$ cat src/rtl/gfx_clip_receiver.sv
// Rasterizer pixel receiver: clips against clip rect/target bounds, queues survivors in a FIFO; GFX_CLIP_STATS_EN adds counters.
// Latency: ack_o one cycle after the accept edge; pixel_write_o one cycle after a push into an empty FIFO.
// Backpressure: an in-bounds pixel stalls (no ack) while the FIFO is full and not popped that cycle.
module gfx_clip_receiver #(
    parameter int point_width     = 16,
    parameter int fifo_depth_log2 = 2
) (
    input  logic                   clk_i,
    input  logic                   rst_i,
    input  logic                   clipping_enable_i,
    input  logic [point_width-1:0] clip_pixel0_x_i,
    input  logic [point_width-1:0] clip_pixel0_y_i,
    input  logic [point_width-1:0] clip_pixel1_x_i,
    input  logic [point_width-1:0] clip_pixel1_y_i,
    input  logic [point_width-1:0] target_size_x_i,
    input  logic [point_width-1:0] target_size_y_i,
    input  logic                   write_i,
    input  logic [point_width-1:0] x_counter_i,
    input  logic [point_width-1:0] y_counter_i,
    input  logic [point_width-1:0] u_i,
    input  logic [point_width-1:0] v_i,
    output logic                   ack_o,
    output logic                   pixel_write_o,
    output logic [point_width-1:0] x_o,
    output logic [point_width-1:0] y_o,
    output logic [point_width-1:0] u_o,
    output logic [point_width-1:0] v_o,
    input  logic                   pixel_ack_i,
    output logic                   busy_o
`ifdef GFX_CLIP_STATS_EN
    ,
    output logic [31:0]            accepted_count_o,
    output logic [31:0]            discarded_count_o
`endif
);

    localparam int depth = 1 << fifo_depth_log2;
    localparam logic [fifo_depth_log2:0] depth_cnt = {1'b1, {fifo_depth_log2{1'b0}}};

    typedef struct packed {
        logic [point_width-1:0] x;
        logic [point_width-1:0] y;
        logic [point_width-1:0] u;
        logic [point_width-1:0] v;
    } pix_t;

    typedef enum logic {
        S_IDLE,
        S_ACK
    } state_t;

    state_t                       state_q, state_d;
    pix_t                         mem_q [depth];
    pix_t                         mem_d [depth];
    logic [fifo_depth_log2-1:0]   wr_ptr_q, wr_ptr_d;
    logic [fifo_depth_log2-1:0]   rd_ptr_q, rd_ptr_d;
    logic [fifo_depth_log2:0]     count_q, count_d;

    logic fifo_empty;
    logic fifo_full;
    logic space_avail;
    logic target_ok;
    logic clip_ok;
    logic in_bounds;
    logic push;
    logic pop;
    pix_t head;

    assign fifo_empty  = (count_q == '0);
    assign fifo_full   = (count_q == depth_cnt);
    assign pop         = pixel_ack_i && !fifo_empty;
    // A full FIFO still has room when the head leaves on the same edge.
    assign space_avail = !fifo_full || pixel_ack_i;

    assign target_ok = (x_counter_i < target_size_x_i) && (y_counter_i < target_size_y_i);
    assign clip_ok   = (x_counter_i >= clip_pixel0_x_i) && (x_counter_i < clip_pixel1_x_i) &&
                       (y_counter_i >= clip_pixel0_y_i) && (y_counter_i < clip_pixel1_y_i);
    assign in_bounds = target_ok && (!clipping_enable_i || clip_ok);

    always_comb begin
        state_d = state_q;
        push    = 1'b0;
        case (state_q)
            S_IDLE: begin
                if (write_i) begin
                    if (!in_bounds) begin
                        state_d = S_ACK;
                    end else if (space_avail) begin
                        push    = 1'b1;
                        state_d = S_ACK;
                    end
                end
            end
            // write_i still holds the pixel just consumed, so it is ignored here.
            S_ACK:   state_d = S_IDLE;
            default: state_d = S_IDLE;
        endcase
    end

    always_comb begin
        mem_d    = mem_q;
        wr_ptr_d = wr_ptr_q;
        rd_ptr_d = rd_ptr_q;
        count_d  = count_q;
        if (push) begin
            mem_d[wr_ptr_q] = '{x: x_counter_i, y: y_counter_i, u: u_i, v: v_i};
            wr_ptr_d        = wr_ptr_q + 1'b1;
        end
        if (pop) begin
            rd_ptr_d = rd_ptr_q + 1'b1;
        end
        case ({push, pop})
            2'b10:   count_d = count_q + 1'b1;
            2'b01:   count_d = count_q - 1'b1;
            default: count_d = count_q;
        endcase
    end

    always_ff @(posedge clk_i or posedge rst_i) begin
        if (rst_i) begin
            state_q  <= S_IDLE;
            wr_ptr_q <= '0;
            rd_ptr_q <= '0;
            count_q  <= '0;
            for (int i = 0; i < depth; i++) begin
                mem_q[i] <= '0;
            end
        end else begin
            state_q  <= state_d;
            wr_ptr_q <= wr_ptr_d;
            rd_ptr_q <= rd_ptr_d;
            count_q  <= count_d;
            mem_q    <= mem_d;
        end
    end

    // Head is masked when empty so stale entries never leak onto the outputs.
    assign head          = fifo_empty ? '0 : mem_q[rd_ptr_q];
    assign x_o           = head.x;
    assign y_o           = head.y;
    assign u_o           = head.u;
    assign v_o           = head.v;
    assign ack_o         = (state_q == S_ACK);
    assign pixel_write_o = !fifo_empty;
    assign busy_o        = !fifo_empty || ack_o;

`ifdef GFX_CLIP_STATS_EN
    logic [31:0] accepted_count_q, accepted_count_d;
    logic [31:0] discarded_count_q, discarded_count_d;
    logic        discard;

    assign discard = (state_q == S_IDLE) && write_i && !in_bounds;

    always_comb begin
        accepted_count_d  = accepted_count_q;
        discarded_count_d = discarded_count_q;
        if (push && (accepted_count_q != 32'hFFFF_FFFF)) begin
            accepted_count_d = accepted_count_q + 32'd1;
        end
        if (discard && (discarded_count_q != 32'hFFFF_FFFF)) begin
            discarded_count_d = discarded_count_q + 32'd1;
        end
    end

    always_ff @(posedge clk_i or posedge rst_i) begin
        if (rst_i) begin
            accepted_count_q  <= '0;
            discarded_count_q <= '0;
        end else begin
            accepted_count_q  <= accepted_count_d;
            discarded_count_q <= discarded_count_d;
        end
    end

    assign accepted_count_o  = accepted_count_q;
    assign discarded_count_o = discarded_count_q;
`endif

endmodule

$ cat config.mk
export PLATFORM = sky130hd
export DESIGN_NAME = gfx_clip_receiver
export DESIGN_NICKNAME = d
export VERILOG_FILES = /design/src/rtl/gfx_clip_receiver.sv
export SDC_FILE = /design/constraint.sdc
export NUM_CORES = 1
export LEC_CHECK = 0
export ABC_CLOCK_PERIOD_IN_PS = 10700
export CAP_MARGIN = 5
export CELL_PAD_IN_SITES_DETAIL_PLACEMENT = 1
export CELL_PAD_IN_SITES_GLOBAL_PLACEMENT = 1
export CORE_MARGIN = 4
export CORE_UTILIZATION = 53
export DETAILED_ROUTE_END_ITERATION = 6
export DONT_BUFFER_PORTS = 1
export GPL_ROUTABILITY_DRIVEN = 1
export PLACE_DENSITY = 0.82
export SYNTH_ARGS = -nofsm -noshare
export SYNTH_HDL_FRONTEND = slang
export SYNTH_SLANG_ARGS = --single-unit
$ cat constraint.sdc
create_clock -name clk_i -period 10.7 [get_ports clk_i]
set_clock_uncertainty 0.2 [all_clocks]
set_input_delay 2.14 -clock clk_i [delete_from_list [all_inputs] [get_ports clk_i]]
set_output_delay 2.14 -clock clk_i [all_outputs]
set_load 0.01 [all_outputs]
==> results of run 1 <==
flip-flops by register name, indices dropped and copies added (netlist names):
register	count
mem_q	256
wr_ptr_q	2
count_q	3
ack_o	1
rd_ptr_q	2
per-layer routing:
| layer | vias up | part of all wire |
|---|---|---|
| met1 | 4610 | 0.40 |
| met4 | 4 | 0.026 |
| met3 | 73 | 0.072 |
| li1 | 3749 | - |
| met5 | - | 0.00066 |
| met2 | 296 | 0.50 |
cells in the mapped netlist (all sizes together) (3+ instances only):
library cell	number	share of area
dfrtp	264	0.43
mux2	257	0.25
inv	103	0.025
ha	97	0.079
and2	65	0.026
mux4	64	0.093
buf	31	0.033
a21oi	23	0.0074
nand2	21	0.0051
clkbuf	16	0.0039
nor2	14	0.0076
nand4	11	0.0045
o21ai	10	0.0032
a21o	8	0.0039
nand3	8	0.0026
nand2b	7	0.0028
o21a	6	0.0029
o211ai	4	0.0019
a2111oi	3	0.0021
a211oi	3	0.0015
nor3	3	0.00097
xnor2	3	0.0017
xor2	3	0.0017
worst max-delay path, stage by stage:
cell	delay (ns)
inv_1	0.02
ha_1	0.30
and4_1	0.29
o211ai_1	0.11
nor4_1	0.64
o32ai_1	0.19
a2111o_1	0.71
nor2_8	0.65
buf_4	0.80
mux2_2	0.42
area by class of cell:
class / instances / area (um^2)
Antenna cell: 1 / 2.502
Clock buffer: 35 / 778.2
Clock inverter: 16 / 242.7
Fill cell: 2718 / 12240
Inverter: 103 / 394.1
Multi-Input combinational cell: 640 / 7888
Sequential cell: 264 / 6614
Tap cell: 384 / 480.5
Timing Repair Buffer: 9 / 67.56
stage by stage:
| step | hold slack [ns] | instances | setup WS [ns] |
|---|---|---|---|
| final | 0.3076 | 1452 | 4.565 |
| after global routing | 0.3184 | 1451 | 4.494 |
| after CTS | 0.3076 | 1451 | 4.648 |
| after detailed placement | 0.2679 | 1400 | 4.173 |
| after global placement | 0.2624 | 1400 | 4.218 |
| after floorplan | 0.2466 | 1054 | 1.091 |
logic make-up after synthesis:
| kind of cell | synth area share |
|---|---|
| buffers and inverters | 0.06218 |
| XOR/XNOR | 0.003401 |
| flip-flops | 0.4275 |
| adder cells (fa/ha/maj) | 0.07983 |
| AO/OA/AOI/OAI | 0.03214 |
| AND/OR/NAND/NOR | 0.05546 |
| multiplexers | 0.3395 |
where the power goes:
part / internal (mW) / total, mW / switching, mW
clock: 0.660 / 1.07 / 0.414
sequential: 1.36 / 1.64 / 0.285
combinational: 0.851 / 1.43 / 0.575
total: 2.87 / 4.14 / 1.27
final timing paths:
kind                                       startpoint                      to  slack [ns]  cells past startpoint
worst min-delay path            mem_q[23]$_DFFE_PP0P_   mem_q[23]$_DFFE_PP0P_        0.31                      1
worst min register to register  mem_q[23]$_DFFE_PP0P_   mem_q[23]$_DFFE_PP0P_        0.31                      1
max in group asynchronous                       rst_i  mem_q[252]$_DFFE_PP0P_        6.59                      3
worst max-delay path              clip_pixel0_x_i[11]  mem_q[187]$_DFFE_PP0P_        4.57                     10
worst max register to register        ack_o$_DFF_PP0_  mem_q[187]$_DFFE_PP0P_        7.37                      6
min in group asynchronous                       rst_i  mem_q[196]$_DFFE_PP0P_        1.44                      1
==> key figures, run 1 <==
Status
  – Status: finished, final reports clean

Clock network
  – Hold buffer count at CTS: 0
  – CTS Sinks: 264
  – TritonCTS Buffers: 28
  – H-tree depth: 1
  – Clk slew on worst S/H paths: 0.06 ns
  – Worst skew pair latency: 0.54 ns
  – CTS tree: yes
  – Post-CTS Setup Inserts: 0
  – Max Buffers Root-to-Sink: 3
  – CTS Root Buffer Type: clkbuf_16
  – CTS resizes: 0

Power
  – Leakage: 8.011 nW
  – Pwr dens: 251.6 mW/mm^2
  – Max VDD drop: 0.0001408 V
  – Tot Pwr: 4.143 mW

Floorplan
  – Die area: 0.03195 mm^2
  – # IOs: 232
  – Die span in y: 178.8 um
  – Die width: 178.8 um
  – Initial Util: 0.5384
  – Core area: 0.02870 mm^2
  – Site Rows: 62

Global route
  – Largest net degree at the start of global routing: 140
  – Tot GR Track Use: 0.2551
  – Vias in the first global route: 10090
  – First-pass GRT wire length: 62.34 mm
  – Met2 Usage GRT: 0.4376
  – M1 GR Usage: 0.3244
  – GR peak layer: met2
  – Initial antenna violation count: 2
  – Grt ovf: 0
  – GR Util met3: 0.06495

Setup path
  – Type of origin of the critical path: primary input
  – Critical Path RT: 10.92 ns
  – Critical Path Sink Type: flip-flop
  – Crit path DAT: 6.35 ns
  – Critical path class: primary input to flip-flop
  – Crit-path max FO: 40

Drt
  – Drt via density: 6.014
  – DRC violations left: 0
  – DR iter-0 viols: 533
  – ANT nets after route: 0
  – Total Wirelength: 40.77 mm
  – WL per Instance: 28.08 um
  – Routed via count: 8732
  – First-pass DRT Iterations: 4

Logic synthesis
  – Post-synth ARST share: 1.000
  – Synth warn: 0
  – Yosys reg bits: 264
  – Post-synth EDFFs: 0
  – Net Count, Synth: 1317
  – Seq/Total Area, Yosys: 0.4275
  – Post-synthesis instance total: 1054
  – Syn Std Cell Area: 0.01545 mm^2
  – Avg Cell Area, Syn: 14.66 um^2
  – Synth unique cells: 51
  – Post-synth top flop: dfrtp_1

Place
  – HPWL after DPL: 27.78 mm
  – Routability cong.: 0.8230
  – DP Area: 0.01544 mm^2
  – Input/output buffers: 0

Finish
  – Share of cells above drive strength 1: 0.3636
  – Most frequent cells in the layout: dfrtp_1 (262), mux2_4 (240), inv_1 (102)
  – Core Util, Final: 0.5737
  – Layout Cell Area excl Fill: 0.01647 mm^2
  – Area delta synth->final: 6.558%
  – Fin nets: 1309
  – Leading cell type in the layout, fill and taps excluded: dfrtp_1

Timing
  – Final Critical Period: 6.135 ns
  – FMAX: 163.0 MHz
  – Slew @ Worst Pin: 0.9565 ns
  – Final setup vio count: 0
  – Slew Viols, Final: 0
  – Final Hold Fails: 0
  – RSZ-0062 raised after global routing: no
  – Setup tns final: 0 ns
  – Slew HR: 0.3623
  – Final period util: 0.5733

Run
  – Max Cap Viol: 0

Min path
  – Hold crit path type: flip-flop to flip-flop
No activity file was read; power rests on OpenSTA's default activity.
==> run 2, diff against run 1 <==
--- a/config.mk
+++ b/config.mk
@@ -5,7 +5,7 @@
 export SDC_FILE = /design/constraint.sdc
 export NUM_CORES = 1
 export LEC_CHECK = 0
-export ABC_CLOCK_PERIOD_IN_PS = 10700
+export ABC_CLOCK_PERIOD_IN_PS = 5800
 export CAP_MARGIN = 5
 export CELL_PAD_IN_SITES_DETAIL_PLACEMENT = 1
 export CELL_PAD_IN_SITES_GLOBAL_PLACEMENT = 1
==> constraint.sdc (replaced) <==
create_clock -name clk_i -period 5.8 [get_ports clk_i]
set_clock_uncertainty 0.2 [all_clocks]
set_input_delay 1.16 -clock clk_i [delete_from_list [all_inputs] [get_ports clk_i]]
set_output_delay 1.16 -clock clk_i [all_outputs]
set_load 0.01 [all_outputs]
==> key figures, run 2 (synthesis gave the netlist of run 1 again) <==
Finish
  – Layout Cells excl Fill: 1465 (+0.90%)
  – Area delta synth->final: 7.789%
  – Leading cell type in the layout, fill and taps excluded: dfrtp_1
  – Largest regs: mem_q: 256 flops, count_q: 3 flops
  – Share of cells above drive strength 1: 0.3682 (+0.004541)
  – Core Util, Final: 0.5803 (+0.006626)
  – Largest Register: mem_q
  – # diodes: 0 (-1)
  – Fin nets: 1320 (+0.84%)
  – Most frequent cells in the layout: dfrtp_1 (262), mux2_4 (240), inv_1 (102)
  – Flip-flop count of the largest register after layout: 256 (unchanged)
  – Filler cell count: 2700 (-0.66%)

Timing
  – Final Critical Period: 4.416 ns
  – Setup tns final: 0 ns (unchanged)
  – Slew @ Worst Pin: 0.8997 ns (-0.05679 ns)
  – FMAX: 226.5 MHz
  – Slew HR: 0.4002 (+0.03786)
  – Final setup vio count: 0 (unchanged)
  – RSZ-0062 raised after global routing: no
  – Slew Viols, Final: 0 (unchanged)
  – Final Hold Fails: 0 (unchanged)
  – Final period util: 0.7613

Drt
  – DR iter-0 viols: 470 (-12%)
  – Drt via density: 5.956 (-0.97%)
  – Routed via count: 8725 (-0.080%)
  – WL per Instance: 27.37 um (-2.5%)
  – DRC violations left: 0 (unchanged)
  – ANT nets after route: 0 (unchanged)
  – First-pass DRT Iterations: 4 (unchanged)
  – Total Wirelength: 40.10 mm (-1.6%)

Clock network
  – CTS Sinks: 264 (unchanged)
  – CTS Root Buffer Type: clkbuf_16
  – Post-CTS Setup Inserts: 0 (unchanged)
  – CTS tree: yes
  – H-tree depth: 1 (unchanged)
  – TritonCTS Buffers: 30 (+7.1%)
  – Max Buffers Root-to-Sink: 3 (unchanged)
  – Hold buffer count at CTS: 0 (unchanged)
  – Clk slew on worst S/H paths: 0.06 ns (about the same)
  – Worst skew pair latency: 0.55 ns (about the same)
  – CTS resizes: 0 (unchanged)

Global route
  – Initial antenna violation count: 2 (unchanged)
  – Vias in the first global route: 10270 (+1.8%)
  – Tot GR Track Use: 0.2514 (-0.003661)
  – Largest net degree at the start of global routing: 102 (-27%)
  – First-pass GRT wire length: 61.56 mm (-1.3%)
  – Grt ovf: 0 (unchanged)

Floorplan
  – Die width: 178.8 um (unchanged)
  – # IOs: 232 (unchanged)
  – Die span in y: 178.8 um (unchanged)
  – Core area: 0.02870 mm^2 (unchanged)
  – Initial Util: 0.5384 (unchanged)
  – Die area: 0.03195 mm^2 (unchanged)
  – Site Rows: 62 (unchanged)

Place
  – Routability cong.: 0.8277 (+0.57%)
  – Input/output buffers: 0 (unchanged)
  – HPWL after DPL: 27.34 mm (-1.6%)
  – DP Cell Count: 1409 (+0.64%)

Power
  – Leakage: 8.082 nW (+0.88%)
  – Max VDD drop: 0.0002760 V (+96%)
  – Pwr dens: 455.1 mW/mm^2 (+81%)

Min path
  – Hold crit path type: flip-flop to flip-flop

Setup path
  – Crit path DAT: 4.69 ns (-1.66 ns)
  – Critical Path RT: 6.07 ns (-4.85 ns)
  – Crit-path max FO: 6 (-85%)
  – Critical Path Sink Type: flip-flop
  – Type of origin of the critical path: primary input
  – Critical path class: primary input to flip-flop

Status
  – Status: finished, final reports clean

Run
  – Max Cap Viol: 0 (unchanged)
==> run 2: final cells by class <==
class,count,area [um^2],area share
repair buffers,18,247.7,0.01487
clock inverters,11,150.1,0.009014
flip-flops and latches,264,6614,0.3971
multi-input cells,640,7888,0.4735
well taps,384,480.5,0.02884
clock buffers,45,887.1,0.05326
inverters,103,390.4,0.02344
==> run 2: metrics by stage <==
| step | total power, mW | hold slack (ns) | setup WS (ns) | cell area [um^2] |
|---|---|---|---|---|
| 2_1_floorplan | 5.028 | 0.2466 | 0.9565 | 15460 |
| 4_1_cts | 7.662 | 0.2961 | 1.391 | 16660 |
| 3_3_place_gp | 5.482 | 0.2674 | 0.9237 | 15620 |
| 3_5_place_dp | 5.631 | 0.2875 | 0.8036 | 15620 |
| 6_report | 7.580 | 0.2911 | 1.384 | 16660 |
| 5_1_grt | 7.975 | 0.3108 | 1.294 | 16660 |
==> run 2: power by group <==
part           internal, mW  switching (mW)
combinational          1.57           0.959
sequential             2.51           0.599
clock                  1.15           0.789
==> run 2: path summary, 6_finish.rpt <==
kind	startpoint	end	slack, ns	cells after the start
worst max register to register	count_q[0]$_DFFE_PP0P_	count_q[2]$_DFFE_PP0P_	3.05	9
max in group asynchronous	rst_i	rd_ptr_q[0]$_DFFE_PP0P_	3.76	2
worst min-delay path	count_q[2]$_DFFE_PP0P_	count_q[2]$_DFFE_PP0P_	0.29	1
worst min register to register	count_q[2]$_DFFE_PP0P_	count_q[2]$_DFFE_PP0P_	0.29	1
worst max-delay path	clip_pixel1_y_i[9]	count_q[2]$_DFFE_PP0P_	1.38	14
min in group asynchronous	rst_i	mem_q[68]$_DFFE_PP0P_	0.43	1
==> run 2: metal layers <==
metal,GRT usage,vias to the layer above,part of all wire
li1,-,3781,-
met2,0.4453,280,0.51
met3,0.07275,77,0.071
met1,0.3001,4583,0.39
met5,0,-,0.0010
met4,0.06812,4,0.029
==> run 2: worst max-delay path, stage by stage <==
cell and delay (ns):
inv_1 0.03, ha_1 0.30, nand4_1 0.22, or4_1 0.56
o32a_1 0.33, nand4_1 0.10, a2111o_1 0.63, nand2b_1 0.28
ha_1 0.21, inv_1 0.06, fa_1 0.37, xor2_1 0.15
nor2_1 0.11, xor2_1 0.17
==> run 3, diff against run 2 <==
--- a/config.mk
+++ b/config.mk
@@ -5,7 +5,7 @@
 export SDC_FILE = /design/constraint.sdc
 export NUM_CORES = 1
 export LEC_CHECK = 0
-export ABC_CLOCK_PERIOD_IN_PS = 5800
+export ABC_CLOCK_PERIOD_IN_PS = 4100
 export CAP_MARGIN = 5
 export CELL_PAD_IN_SITES_DETAIL_PLACEMENT = 1
 export CELL_PAD_IN_SITES_GLOBAL_PLACEMENT = 1
==> constraint.sdc (replaced) <==
create_clock -name clk_i -period 4.1 [get_ports clk_i]
set_clock_uncertainty 0.2 [all_clocks]
set_input_delay 0.82 -clock clk_i [delete_from_list [all_inputs] [get_ports clk_i]]
set_output_delay 0.82 -clock clk_i [all_outputs]
set_load 0.01 [all_outputs]
==> key figures, run 3 (synthesis gave the netlist of run 1 again) <==
Status
  – Status: finished, final reports clean

Finish
  – Layout Cells excl Fill: 1467 (+0.14%)
  – Layout Cell Area excl Fill: 0.01667 mm^2 (about the same)
  – Largest Register: mem_q
  – Largest regs: mem_q: 256 flops, count_q: 3 flops
  – Core Util, Final: 0.5807 (about the same)
  – Area delta synth->final: 7.853% (about the same)
  – Most frequent cells in the layout: dfrtp_1 (262), mux2_4 (240), inv_1 (102)
  – Leading cell type in the layout, fill and taps excluded: dfrtp_1
  – Fin nets: 1328 (+0.61%)
  – Share of cells above drive strength 1: 0.3654 (-0.002775)
  – Flip-flop count of the largest register after layout: 256 (unchanged)

Timing
  – RSZ-0062 raised after global routing: no
  – Slew HR: 0.4516 (+0.05140)
  – Final Critical Period: 3.708 ns
  – Slew Viols, Final: 0 (unchanged)
  – Final Hold Fails: 0 (unchanged)
  – Worst setup margin: 0.3920 ns (-0.9925 ns)
  – Fin Hold WS: 0.1972 ns (-0.09390 ns)
  – Final period util: 0.9044
  – Setup tns final: 0 ns (unchanged)
  – Slew @ Worst Pin: 0.8226 ns (-0.07710 ns)
  – Final setup vio count: 0 (unchanged)
  – FMAX: 269.7 MHz

Setup path
  – Crit path DAT: 3.96 ns (-0.73 ns)
  – R2r startpoint: count_q[0]$_DFFE_PP0P_
  – R2R Path End: count_q[2]$_DFFE_PP0P_
  – Critical path class: primary input to flip-flop
  – Type of origin of the critical path: primary input
  – R2R setup slack: 1.19 ns (-1.86 ns)
  – Critical Path Sink Type: flip-flop
  – Worst reg2reg path depth: 8 (-1)
  – Crit-path max FO: 3 (-3)
  – Critical Path RT: 4.35 ns (-1.72 ns)
  – Origin of the worst setup path: clip_pixel1_y_i[13]

Place
  – DP Area: 0.01578 mm^2 (+1.0%)
  – Post-place setup slack: -0.1386 ns (-0.9422 ns)
  – Routability cong.: 0.8055 (-2.7%)
  – DP Cell Count: 1417 (+0.57%)
  – Input/output buffers: 0 (unchanged)
  – HPWL after DPL: 27.44 mm (+0.36%)

Floorplan
  – Initial Util: 0.5384 (unchanged)
  – Core area: 0.02870 mm^2 (unchanged)
  – Die width: 178.8 um (unchanged)
  – Die span in y: 178.8 um (unchanged)
  – # IOs: 232 (unchanged)
  – Die area: 0.03195 mm^2 (unchanged)
  – Site Rows: 62 (unchanged)

Clock network
  – Post-CTS Setup Inserts: 0 (unchanged)
  – Hold buffer count at CTS: 1 (+1)
  – CTS Sinks: 264 (unchanged)
  – Max Buffers Root-to-Sink: 3 (unchanged)
  – Worst skew pair latency: 0.54 ns (about the same)
  – CTS tree: yes
  – CTS resizes: 0 (unchanged)
  – H-tree depth: 1 (unchanged)
  – Clk slew on worst S/H paths: 0.06 ns (about the same)
  – CTS Root Buffer Type: clkbuf_16
  – TritonCTS Buffers: 29 (-3.3%)

Drt
  – Drt via density: 5.883 (-1.2%)
  – DRC violations left: 0 (unchanged)
  – First-pass DRT Iterations: 4 (unchanged)
  – Total Wirelength: 39.21 mm (-2.2%)
  – ANT nets after route: 0 (unchanged)
  – WL per Instance: 26.73 um (-2.3%)
  – DR iter-0 viols: 487 (+3.6%)
  – Routed via count: 8631 (-1.1%)

Global route
  – Tot GR Track Use: 0.2494 (-0.002034)
  – Vias in the first global route: 9904 (-3.6%)
  – Largest net degree at the start of global routing: 92 (-9.8%)
  – First-pass GRT wire length: 61.43 mm (-0.21%)
  – Grt ovf: 0 (unchanged)
  – Initial antenna violation count: 2 (unchanged)

Min path
  – Worst hold endpoint: mem_q[22]$_DFFE_PP0P_
  – Worst hold path depth: 1 (unchanged)
  – Hold crit path type: primary input to flip-flop
  – Min-Delay Startpoint: u_i[6]

Power
  – Leakage: 8.081 nW (about the same)
  – Pwr dens: 625.2 mW/mm^2 (+37%)
  – Max VDD drop: 0.0003582 V (+30%)
  – Tot Pwr: 10.42 mW (+37%)

Run
  – Max Cap Viol: 0 (unchanged)
-- run 3: where the power goes --
part / total [mW] / internal, mW / switching (mW)
sequential: 4.33 / 3.55 / 0.782
combinational: 3.63 / 2.25 / 1.38
clock: 2.46 / 1.40 / 1.06
total: 10.4 / 7.20 / 3.22
-- run 3: layout make-up --
cell class / count / area (um^2)
Antenna cell: 2 / 5.005
Clock buffer: 44 / 842.1
Clock inverter: 3 / 30.03
Fill cell: 2682 / 12040
Inverter: 103 / 390.4
Multi-Input combinational cell: 640 / 7888
Sequential cell: 264 / 6614
Tap cell: 384 / 480.5
Timing Repair Buffer: 27 / 417.9
-- run 3: worst max-delay path by stage --
stage / end / slack [ns]
5_1_grt: count_q[2]$_DFFE_PP0P_ / 0.25
3_3_place_gp: count_q[2]$_DFFE_PP0P_ / 0.08
6_report: count_q[2]$_DFFE_PP0P_ / 0.39
2_1_floorplan: ack_o$_DFF_PP0_ / -0.40
3_5_place_dp: count_q[2]$_DFFE_PP0P_ / -0.14
4_1_cts: x_o[3] / 0.37
-- run 3: worst max-delay path, stage by stage --
cell	delay, ns
inv_1	0.04
ha_1	0.30
nand4_1	0.20
or4_1	0.57
o32a_1	0.33
nand4_1	0.10
a2111o_1	0.19
nand2b_1	0.19
ha_1	0.22
inv_1	0.07
fa_1	0.40
xor2_1	0.17
nor2_1	0.12
xor2_1	0.22
-- run 3: layer usage --
layer,vias up,share of wire,wire [um],track usage
met2,245,0.49,19410,0.4267
met5,-,0.00023,9,0
met3,57,0.066,2604,0.06748
li1,3782,-,-,-
met4,2,0.024,926,0.05884
met1,4545,0.41,16260,0.3179
